==> config.mk <==
export PLATFORM = sky130hd
export DESIGN_NAME = mips_mc_core_flat
export DESIGN_NICKNAME = d
export VERILOG_FILES = /design/src/rtl/mips_mc_pkg.sv /design/src/rtl/mips_mc_if.sv /design/src/rtl/mips_regfile.sv /design/src/rtl/mips_mc_core.sv /design/src/flat_wrapper.sv
export SDC_FILE = /design/constraint.sdc
export NUM_CORES = 2
export LEC_CHECK = 0
export CAP_MARGIN = 40
export CORE_ASPECT_RATIO = 1.1
export CORE_MARGIN = 1
export CORE_UTILIZATION = 40
export CTS_CLUSTER_DIAMETER = 80
export CTS_CLUSTER_SIZE = 12
export DETAILED_ROUTE_END_ITERATION = 10
export SYNTH_ARGS = -nofsm -noshare
export SYNTH_HDL_FRONTEND = slang
export SYNTH_HIERARCHICAL = 1
export SYNTH_SLANG_ARGS = --single-unit
==> constraint.sdc <==
create_clock -name CLK -period 84.7 [get_ports CLK]
set_input_delay 25.41 -clock CLK [delete_from_list [all_inputs] [get_ports CLK]]
set_output_delay 25.41 -clock CLK [all_outputs]
set_load 0.01 [all_outputs]
==> src/rtl/mips_mc_pkg.sv <==
// Shared definitions for the multicycle MIPS core: opcodes, functs, FSM states,
// ALU operations and the small ALU helpers used by the core.
package mips_mc_pkg;

    localparam logic [5:0] OP_RTYPE = 6'h00;
    localparam logic [5:0] OP_J     = 6'h02;
    localparam logic [5:0] OP_BEQ   = 6'h04;
    localparam logic [5:0] OP_BNE   = 6'h05;
    localparam logic [5:0] OP_ADDI  = 6'h08;
    localparam logic [5:0] OP_LW    = 6'h23;
    localparam logic [5:0] OP_SW    = 6'h2B;

    localparam logic [5:0] FN_ADD = 6'h20;
    localparam logic [5:0] FN_SUB = 6'h22;
    localparam logic [5:0] FN_AND = 6'h24;
    localparam logic [5:0] FN_OR  = 6'h25;
    localparam logic [5:0] FN_SLT = 6'h2A;

    typedef enum logic [3:0] {
        S_FETCH, S_DECODE, S_MEMADR, S_MEMRD, S_MEMWB, S_MEMWR, S_EXEC,
        S_ALUWB, S_ADDIEX, S_ADDIWB, S_BRANCH, S_JUMP, S_HALT
    } state_e;

    typedef enum logic [2:0] {ALU_ADD, ALU_SUB, ALU_AND, ALU_OR, ALU_SLT} alu_op_e;

    function automatic logic r_funct_legal(input logic [5:0] funct);
        return funct inside {FN_ADD, FN_SUB, FN_AND, FN_OR, FN_SLT};
    endfunction

    function automatic alu_op_e alu_op_of(input logic [5:0] funct);
        case (funct)
            FN_SUB:  return ALU_SUB;
            FN_AND:  return ALU_AND;
            FN_OR:   return ALU_OR;
            FN_SLT:  return ALU_SLT;
            default: return ALU_ADD;
        endcase
    endfunction

    function automatic logic [31:0] alu_eval(input alu_op_e op, input logic [31:0] a,
                                             input logic [31:0] b);
        case (op)
            ALU_SUB: return a - b;
            ALU_AND: return a & b;
            ALU_OR:  return a | b;
            ALU_SLT: return {31'b0, $signed(a) < $signed(b)};
            default: return a + b;
        endcase
    endfunction

endpackage

==> src/rtl/mips_mc_if.sv <==
// Shared instruction/data memory port with a single-cycle ready handshake.
interface mips_mc_if #(
    parameter int MEM_ADDR_W = 32
);
    logic                  mem_req;
    logic                  mem_we;
    logic [MEM_ADDR_W-1:0] mem_addr;
    logic [31:0]           mem_wdata;
    logic [31:0]           mem_rdata;
    logic                  mem_ready;

    modport master (output mem_req, mem_we, mem_addr, mem_wdata,
                    input  mem_rdata, mem_ready);
    modport slave  (input  mem_req, mem_we, mem_addr, mem_wdata,
                    output mem_rdata, mem_ready);
endinterface

==> src/rtl/mips_regfile.sv <==
// 32x32 register file: two asynchronous read ports, one synchronous write port,
// $0 reads as zero and ignores writes.
module mips_regfile (
    input  logic        clk_i,
    input  logic        rst_i,
    input  logic [4:0]  ra1_i,
    input  logic [4:0]  ra2_i,
    output logic [31:0] rd1_o,
    output logic [31:0] rd2_o,
    input  logic        we_i,
    input  logic [4:0]  wa_i,
    input  logic [31:0] wd_i
);
    logic [31:0] regs_q [32];

    always_ff @(posedge clk_i or posedge rst_i) begin
        if (rst_i) begin
            for (int unsigned i = 0; i < 32; i++) regs_q[i] <= '0;
        end else if (we_i && (wa_i != 5'd0)) begin
            regs_q[wa_i] <= wd_i;
        end
    end

    assign rd1_o = (ra1_i == 5'd0) ? '0 : regs_q[ra1_i];
    assign rd2_o = (ra2_i == 5'd0) ? '0 : regs_q[ra2_i];
endmodule

==> src/rtl/mips_mc_core.sv <==
// Multicycle MIPS-32 core on a single shared memory port with ready handshake.
// Optional feature: define MIPS_MC_BNE_EN to make bne a legal branch.
module mips_mc_core
    import mips_mc_pkg::*;
#(
    parameter logic [31:0] RESET_PC   = 32'h0000_0000,
    parameter int          MEM_ADDR_W = 32
) (
    input  logic        CLK,
    input  logic        RESET,
    mips_mc_if.master   mem,
    output logic        halted,
    output logic [31:0] pc_out
);
    state_e      state_q;
    logic [31:0] pc_q, ir_q, mdr_q, a_q, b_q, aluout_q;
    logic        halted_q;

    logic [5:0]  opcode, funct;
    logic [4:0]  rs, rt, rd;
    logic [31:0] imm_sext, rs_data, rt_data;
    logic        rf_we;
    logic [4:0]  rf_waddr;
    logic [31:0] rf_wdata;
    logic [31:0] addr_full;
    logic        req, we, branch_taken;
    state_e      decode_next;

    assign opcode   = ir_q[31:26];
    assign rs       = ir_q[25:21];
    assign rt       = ir_q[20:16];
    assign rd       = ir_q[15:11];
    assign funct    = ir_q[5:0];
    assign imm_sext = {{16{ir_q[15]}}, ir_q[15:0]};

    mips_regfile u_rf (
        .clk_i (CLK),
        .rst_i (RESET),
        .ra1_i (rs),
        .ra2_i (rt),
        .rd1_o (rs_data),
        .rd2_o (rt_data),
        .we_i  (rf_we),
        .wa_i  (rf_waddr),
        .wd_i  (rf_wdata)
    );

    always_comb begin
        decode_next = S_HALT;
        case (opcode)
            OP_LW, OP_SW: decode_next = S_MEMADR;
            OP_RTYPE:     decode_next = r_funct_legal(funct) ? S_EXEC : S_HALT;
            OP_BEQ:       decode_next = S_BRANCH;
`ifdef MIPS_MC_BNE_EN
            OP_BNE:       decode_next = S_BRANCH;
`endif
            OP_ADDI:      decode_next = S_ADDIEX;
            OP_J:         decode_next = S_JUMP;
            default:      decode_next = S_HALT;
        endcase
    end

`ifdef MIPS_MC_BNE_EN
    assign branch_taken = (opcode == OP_BNE) ? (a_q != b_q) : (a_q == b_q);
`else
    assign branch_taken = (a_q == b_q);
`endif

    // The bus is quiet while RESET is held even though the state already reads FETCH.
    always_comb begin
        req       = 1'b0;
        we        = 1'b0;
        addr_full = pc_q;
        if (!RESET) begin
            case (state_q)
                S_FETCH: req = 1'b1;
                S_MEMRD: begin req = 1'b1; addr_full = aluout_q; end
                S_MEMWR: begin req = 1'b1; we = 1'b1; addr_full = aluout_q; end
                default: ;
            endcase
        end
    end

    assign mem.mem_req   = req;
    assign mem.mem_we    = we;
    assign mem.mem_addr  = {addr_full[MEM_ADDR_W-1:2], 2'b00};
    assign mem.mem_wdata = b_q;

    assign rf_we    = (state_q == S_MEMWB) || (state_q == S_ALUWB) || (state_q == S_ADDIWB);
    assign rf_waddr = (state_q == S_ALUWB) ? rd : rt;
    assign rf_wdata = (state_q == S_MEMWB) ? mdr_q : aluout_q;

    always_ff @(posedge CLK or posedge RESET) begin
        if (RESET) begin
            state_q  <= S_FETCH;
            pc_q     <= RESET_PC;
            ir_q     <= '0;
            mdr_q    <= '0;
            a_q      <= '0;
            b_q      <= '0;
            aluout_q <= '0;
            halted_q <= 1'b0;
        end else begin
            case (state_q)
                S_FETCH: if (mem.mem_ready) begin
                    ir_q    <= mem.mem_rdata;
                    pc_q    <= pc_q + 32'd4;
                    state_q <= S_DECODE;
                end
                S_DECODE: begin
                    a_q      <= rs_data;
                    b_q      <= rt_data;
                    aluout_q <= pc_q + {imm_sext[29:0], 2'b00};
                    state_q  <= decode_next;
                    if (decode_next == S_HALT) halted_q <= 1'b1;
                end
                S_MEMADR: begin
                    aluout_q <= a_q + imm_sext;
                    state_q  <= (opcode == OP_SW) ? S_MEMWR : S_MEMRD;
                end
                S_MEMRD: if (mem.mem_ready) begin
                    mdr_q   <= mem.mem_rdata;
                    state_q <= S_MEMWB;
                end
                S_MEMWR: if (mem.mem_ready) state_q <= S_FETCH;
                S_EXEC: begin
                    aluout_q <= alu_eval(alu_op_of(funct), a_q, b_q);
                    state_q  <= S_ALUWB;
                end
                S_ADDIEX: begin
                    aluout_q <= a_q + imm_sext;
                    state_q  <= S_ADDIWB;
                end
                S_BRANCH: begin
                    if (branch_taken) pc_q <= aluout_q;
                    state_q <= S_FETCH;
                end
                S_JUMP: begin
                    pc_q    <= {pc_q[31:28], ir_q[25:0], 2'b00};
                    state_q <= S_FETCH;
                end
                S_MEMWB, S_ALUWB, S_ADDIWB: state_q <= S_FETCH;
                S_HALT: ;
                default: begin
                    state_q  <= S_HALT;
                    halted_q <= 1'b1;
                end
            endcase
        end
    end

    assign halted = halted_q;
    assign pc_out = pc_q;
endmodule

==> src/flat_wrapper.sv <==
// flat-port wrapper written by rule: the top's interface ports become plain ports
module mips_mc_core_flat import mips_mc_pkg::*;
#(
    parameter logic [31:0] RESET_PC   = 32'h0000_0000,
    parameter int          MEM_ADDR_W = 32
)
  (CLK, RESET, halted, pc_out, mem_mem_req, mem_mem_we, mem_mem_addr, mem_mem_wdata, mem_mem_rdata, mem_mem_ready);
  mips_mc_if #(.MEM_ADDR_W(MEM_ADDR_W)) mem_i ();
  input  logic CLK;
  input  logic RESET;
  output logic halted;
  output logic [31:0] pc_out;
  output wire logic [$bits(mem_i.mem_req)-1:0] mem_mem_req;
  output wire logic [$bits(mem_i.mem_we)-1:0] mem_mem_we;
  output wire logic [$bits(mem_i.mem_addr)-1:0] mem_mem_addr;
  output wire logic [$bits(mem_i.mem_wdata)-1:0] mem_mem_wdata;
  input wire logic [$bits(mem_i.mem_rdata)-1:0] mem_mem_rdata;
  input wire logic [$bits(mem_i.mem_ready)-1:0] mem_mem_ready;
  assign mem_mem_req = mem_i.mem_req;
  assign mem_mem_we = mem_i.mem_we;
  assign mem_mem_addr = mem_i.mem_addr;
  assign mem_mem_wdata = mem_i.mem_wdata;
  assign mem_i.mem_rdata = mem_mem_rdata;
  assign mem_i.mem_ready = mem_mem_ready;
  mips_mc_core #(.RESET_PC(RESET_PC), .MEM_ADDR_W(MEM_ADDR_W)) u_core (.CLK(CLK), .RESET(RESET), .mem(mem_i), .halted(halted), .pc_out(pc_out));
endmodule
==> results.txt <==
The endpoint identified for the worst register-to-register timing path is u_core/u_rf/regs_q[266]. The logs give 75300 sq um for the placed instance area and 0 ns for the sum of negative setup slack. In this run the worst setup path terminates at mem_mem_addr[3]. The post-cts sizing count was 0. Detailed placement ended at an HPWL of 155 mm.

The flow ran to the end, and the final reports show no timing, DRC or antenna violations. Derived from the worst setup path, the maximum achievable clock frequency is 18.8 MHz. Setup repair after global routing left no endpoint under its margin. After detailed routing, the average wire length per cell comes to 30.8 um. Global routing finished with a remaining overflow of 0. The die covers 182000 sq um. The signal on the critical path passes through clkdlybuf4s50_1 > inv_8 > nand3_1 > buf_4 > mux2_2 > clkdlybuf4s50_1. Buffers placed on the I/O ports in this run total 131.

The total number of H-tree levels came out at 3. The initial standard-cell utilization of the core came out at 0.405. Clock transition at the registers of the reported paths: 0.06 ns. The fraction of final layout cells with drive strength greater than 1 was 0.351; the number of max-slew violations in the final report was 0. The run gives 1221 as the clock sink count. The areal power density over the cells works out to 39.5 nW/um^2. STA classifies the critical path startpoint as an input pin. The utilization of the core after routing was 0.441; the overall routing resource usage was 0.268. The highest ir drop seen on vdd was 31.0 uV; the pin count of the biggest net entering global routing was 125. The run gives 59.29 ns as the required time of the critical path. The cell depth of the worst flop-to-flop path was 8; the worst clock skew was 0.0510 ns. TritonCTS built the clock tree.

Actual slew at the worst max-slew pin: 1.07 ns. The region available for standard cell placement spans 178000 sq um. The first detailed-routing pass took 8 iterations. The run gives 5742 as the final net count. The count of endpoints failing hold in the final timing report came out at 0. The worst setup path is of the in -> out kind. In the synthesized netlist the dominant register cell turns out to be sky130_fd_sc_hd__dfrtp_1. First-pass GRT wire length: 358 mm. For the count of unique library cells instantiated by Yosys, the log shows 89. The area growth from synthesis to layout is 9.02%. The logs give 3.11 mW for the overall power after layout and 0 for the quantity of hold-fixing buffers added after cts. The synthesized flop and latch total works out to 1221. The tool flagged a number of max-cap violations equal to 0. Among all stages on the critical path, the largest delay is contributed by sky130_fd_sc_hd__clkdlybuf4s50_1.

At the later pin of the worst-skew pair, clock insertion delay measures 0.79 ns. The detailed router finished its first iteration with 5174 violations. The path class of the lowest-slack min-delay path was reg -> reg.

The startpoint identified for the worst register-to-register timing path is u_core/ir_q[16]. The via density per instance works out to 6.46. In this run the register-to-register setup slack is 79.38 ns. The horizontal extent of the die was 407 um; the total clock buffers created by CTS was 115.

134 I/O pins were placed. Once detail routing completed, the nets flagged for antenna violations numbered 0. The clock root buffer was sky130_fd_sc_hd__clkbuf_16. The run gives 244 mm as the total length of routed wires. The via count of the first global-routing pass is 51.7k. The Yosys step of the flow raised 6 warnings. The floorplan step set the die height to 447 um. The cell with the most instances on the worst path was sky130_fd_sc_hd__clkdlybuf4s50_1. The relative slew slack was 0.283; the leakage power summed over all cells was 34.5 nW.

For this run, design rule violations remaining after detail routing come to 0. For the finished layout, the period the worst path requires is 53.30 ns. Along the worst path, the maximum fanout reaches 82.

Critical path's largest stage delay: 0.75 ns. The synthesized area per cell came out at 12.7 sq um. No sink is reached through more buffers than the 3 on the longest clock path. The run gives 0.424 as the part of the Yosys area used for sequential elements. The final clock period utilization by the worst path was 0.629.

Synthesis produced 5677 cells. Summing every instance area after synthesis gives 72000 sq um. STA classifies the critical path endpoint as an output pin. The logs give 162 for the number of core rows and 78500 sq um for the final non-filler cell area. The initial antenna violation count is 9. Setup violations remaining at the end of the flow were counted as 0.

The final route contains 51.4k vias. In this run the worst setup path begins at RESET. For the number of buffers inserted by post-CTS setup repair, the log shows 0.

The final RePlAce weighted congestion was 0.940; the number of enable-type register cells in the synthesized netlist was 0. The run gives 27.89 ns as the endpoint arrival time on the critical path. Post-synthesis async set-or-reset flop share: 1.00.
through the flow:
stage                     setup slack, ns  cells  hold slack, ns
after floorplan                     28.62   5678           0.438
after global placement              31.36   7755           0.377
after detailed placement            31.35   7799           0.383
after CTS                           31.34   7936           0.397
after global routing                31.24   7945           0.412
final                               31.40   7947           0.398
registers in the layout (all words and copies together) (netlist names):
signal / count
u_core/mem.mem_wdata: 32
u_core/state_q: 4
u_core/a_q: 32
u_core/ir_q: 32
u_core/mdr_q: 32
u_core/aluout_q: 32
u_core/halted: 1
u_core/pc_out: 32
u_core/u_rf/regs_q: 1024
logic make-up (layout without fill, tap and decap cells):
| logic type | count (synthesis) | after routing | share of synthesized area |
|---|---|---|---|
| flops | 1221 | 1221 | 0.424 |
| simple gates | 693 | 693 | 0.0459 |
| compound gates | 1083 | 1083 | 0.100 |
| other cells | 1 | 5 | 0.0000521 |
| mux | 1772 | 1772 | 0.346 |
| fa+ha+maj | 161 | 161 | 0.0284 |
| buf+inv | 680 | 568 | 0.0468 |
| xor+xnor | 66 | 66 | 0.00803 |
layout by cell type, fill, tap and decap left out, types with 66 or more instances in the layout:
cell type,count
sky130_fd_sc_hd__a211oi_1,87
sky130_fd_sc_hd__a21oi_1,180
sky130_fd_sc_hd__a221oi_1,90
sky130_fd_sc_hd__a22oi_1,70
sky130_fd_sc_hd__a311oi_1,66
sky130_fd_sc_hd__buf_4,110
sky130_fd_sc_hd__clkbuf_16,117
sky130_fd_sc_hd__clkdlybuf4s50_1,131
sky130_fd_sc_hd__dfrtp_1,1210
sky130_fd_sc_hd__ha_1,157
sky130_fd_sc_hd__inv_1,130
sky130_fd_sc_hd__mux2_2,1144
sky130_fd_sc_hd__mux2i_1,137
sky130_fd_sc_hd__mux4_2,418
sky130_fd_sc_hd__nand2_1,229
sky130_fd_sc_hd__nor2_1,153
sky130_fd_sc_hd__nor2b_1,76
sky130_fd_sc_hd__o21ai_0,217
sky130_fd_sc_hd__o21ai_1,93
worst min path at each step:
stage	depth (start not counted)	slack, ns	start	to
after floorplan	1	0.44	u_core/u_rf/regs_q[1007]	u_core/u_rf/regs_q[1007]
after global placement	0	0.38	u_core/u_rf/regs_q[1010]	u_core/u_rf/regs_q[1010]
after detailed placement	0	0.38	u_core/u_rf/regs_q[1013]	u_core/u_rf/regs_q[1013]
after CTS	0	0.40	u_core/u_rf/regs_q[1013]	u_core/u_rf/regs_q[1013]
after global routing	0	0.41	u_core/u_rf/regs_q[996]	u_core/u_rf/regs_q[996]
final	0	0.40	u_core/u_rf/regs_q[999]	u_core/u_rf/regs_q[999]
critical path: cells and delay by family:
kind          cells  cell delay [ns]
buf+inv           4             1.90
mux               1             0.39
simple gates      1             0.16
Yosys cell counts, types with 11 or more instances:
cell type,count,area share
sky130_fd_sc_hd__mux2_2,1144,0.18
sky130_fd_sc_hd__o21ai_0,217,0.015
sky130_fd_sc_hd__nor2_1,164,0.0085
sky130_fd_sc_hd__mux4_2,418,0.13
sky130_fd_sc_hd__o21bai_1,18,0.0019
sky130_fd_sc_hd__nand2_1,244,0.013
sky130_fd_sc_hd__buf_6,47,0.0073
sky130_fd_sc_hd__a211oi_1,87,0.0091
sky130_fd_sc_hd__clkbuf_1,273,0.014
sky130_fd_sc_hd__o21ai_1,93,0.0065
sky130_fd_sc_hd__xnor2_1,49,0.0060
sky130_fd_sc_hd__a21o_1,40,0.0042
sky130_fd_sc_hd__o2111ai_1,23,0.0028
sky130_fd_sc_hd__nand3_1,36,0.0025
sky130_fd_sc_hd__o22ai_1,36,0.0031
sky130_fd_sc_hd__a31oi_1,28,0.0024
sky130_fd_sc_hd__mux2i_1,137,0.019
sky130_fd_sc_hd__ha_1,157,0.027
sky130_fd_sc_hd__nor2_2,12,0.0010
sky130_fd_sc_hd__nor3_1,42,0.0029
sky130_fd_sc_hd__a221oi_1,90,0.011
sky130_fd_sc_hd__xor2_1,17,0.0021
sky130_fd_sc_hd__o211ai_1,25,0.0026
sky130_fd_sc_hd__inv_1,132,0.0069
sky130_fd_sc_hd__nand4_1,11,0.00096
sky130_fd_sc_hd__mux4_1,30,0.011
sky130_fd_sc_hd__nor4_1,12,0.0010
sky130_fd_sc_hd__a21oi_1,180,0.013
sky130_fd_sc_hd__buf_1,11,0.00057
sky130_fd_sc_hd__dfrtp_1,1221,0.42
sky130_fd_sc_hd__a311oi_1,66,0.0080
sky130_fd_sc_hd__a22oi_1,70,0.0073
sky130_fd_sc_hd__nand2b_1,18,0.0016
sky130_fd_sc_hd__and3_1,17,0.0015
sky130_fd_sc_hd__buf_4,62,0.0065
sky130_fd_sc_hd__buf_2,147,0.010
sky130_fd_sc_hd__mux2_1,43,0.0067
sky130_fd_sc_hd__nor2b_1,78,0.0068
power breakdown:
group | internal (mW) | switching (mW)
clock network | 0.252 | 0.230
logic | 0.696 | 0.952
registers | 0.773 | 0.204
metal layers:
layer | share of wire | routed length, um | vias up | GRT usage
li1 | - | - | 21300 | -
met3 | 0.081 | 19900 | 532 | 0.0541
met4 | 0.045 | 11100 | 4 | 0.111
met5 | 0.000078 | 19 | - | 0
met1 | 0.41 | 99100 | 27200 | 0.355
met2 | 0.47 | 114000 | 2387 | 0.427
area by class of cell:
cell class                 count  area, sq um
fill                       16300        99400
multi-input combinational   3777        38300
sequential                  1221        30600
tap                         2378         2980
clock buffer                 126         2970
timing repair buffer         297         2970
inverter                     134          520
clock inverter                11          169
antenna                        3         7.51
No activity file was read; power rests on OpenSTA's default activity.
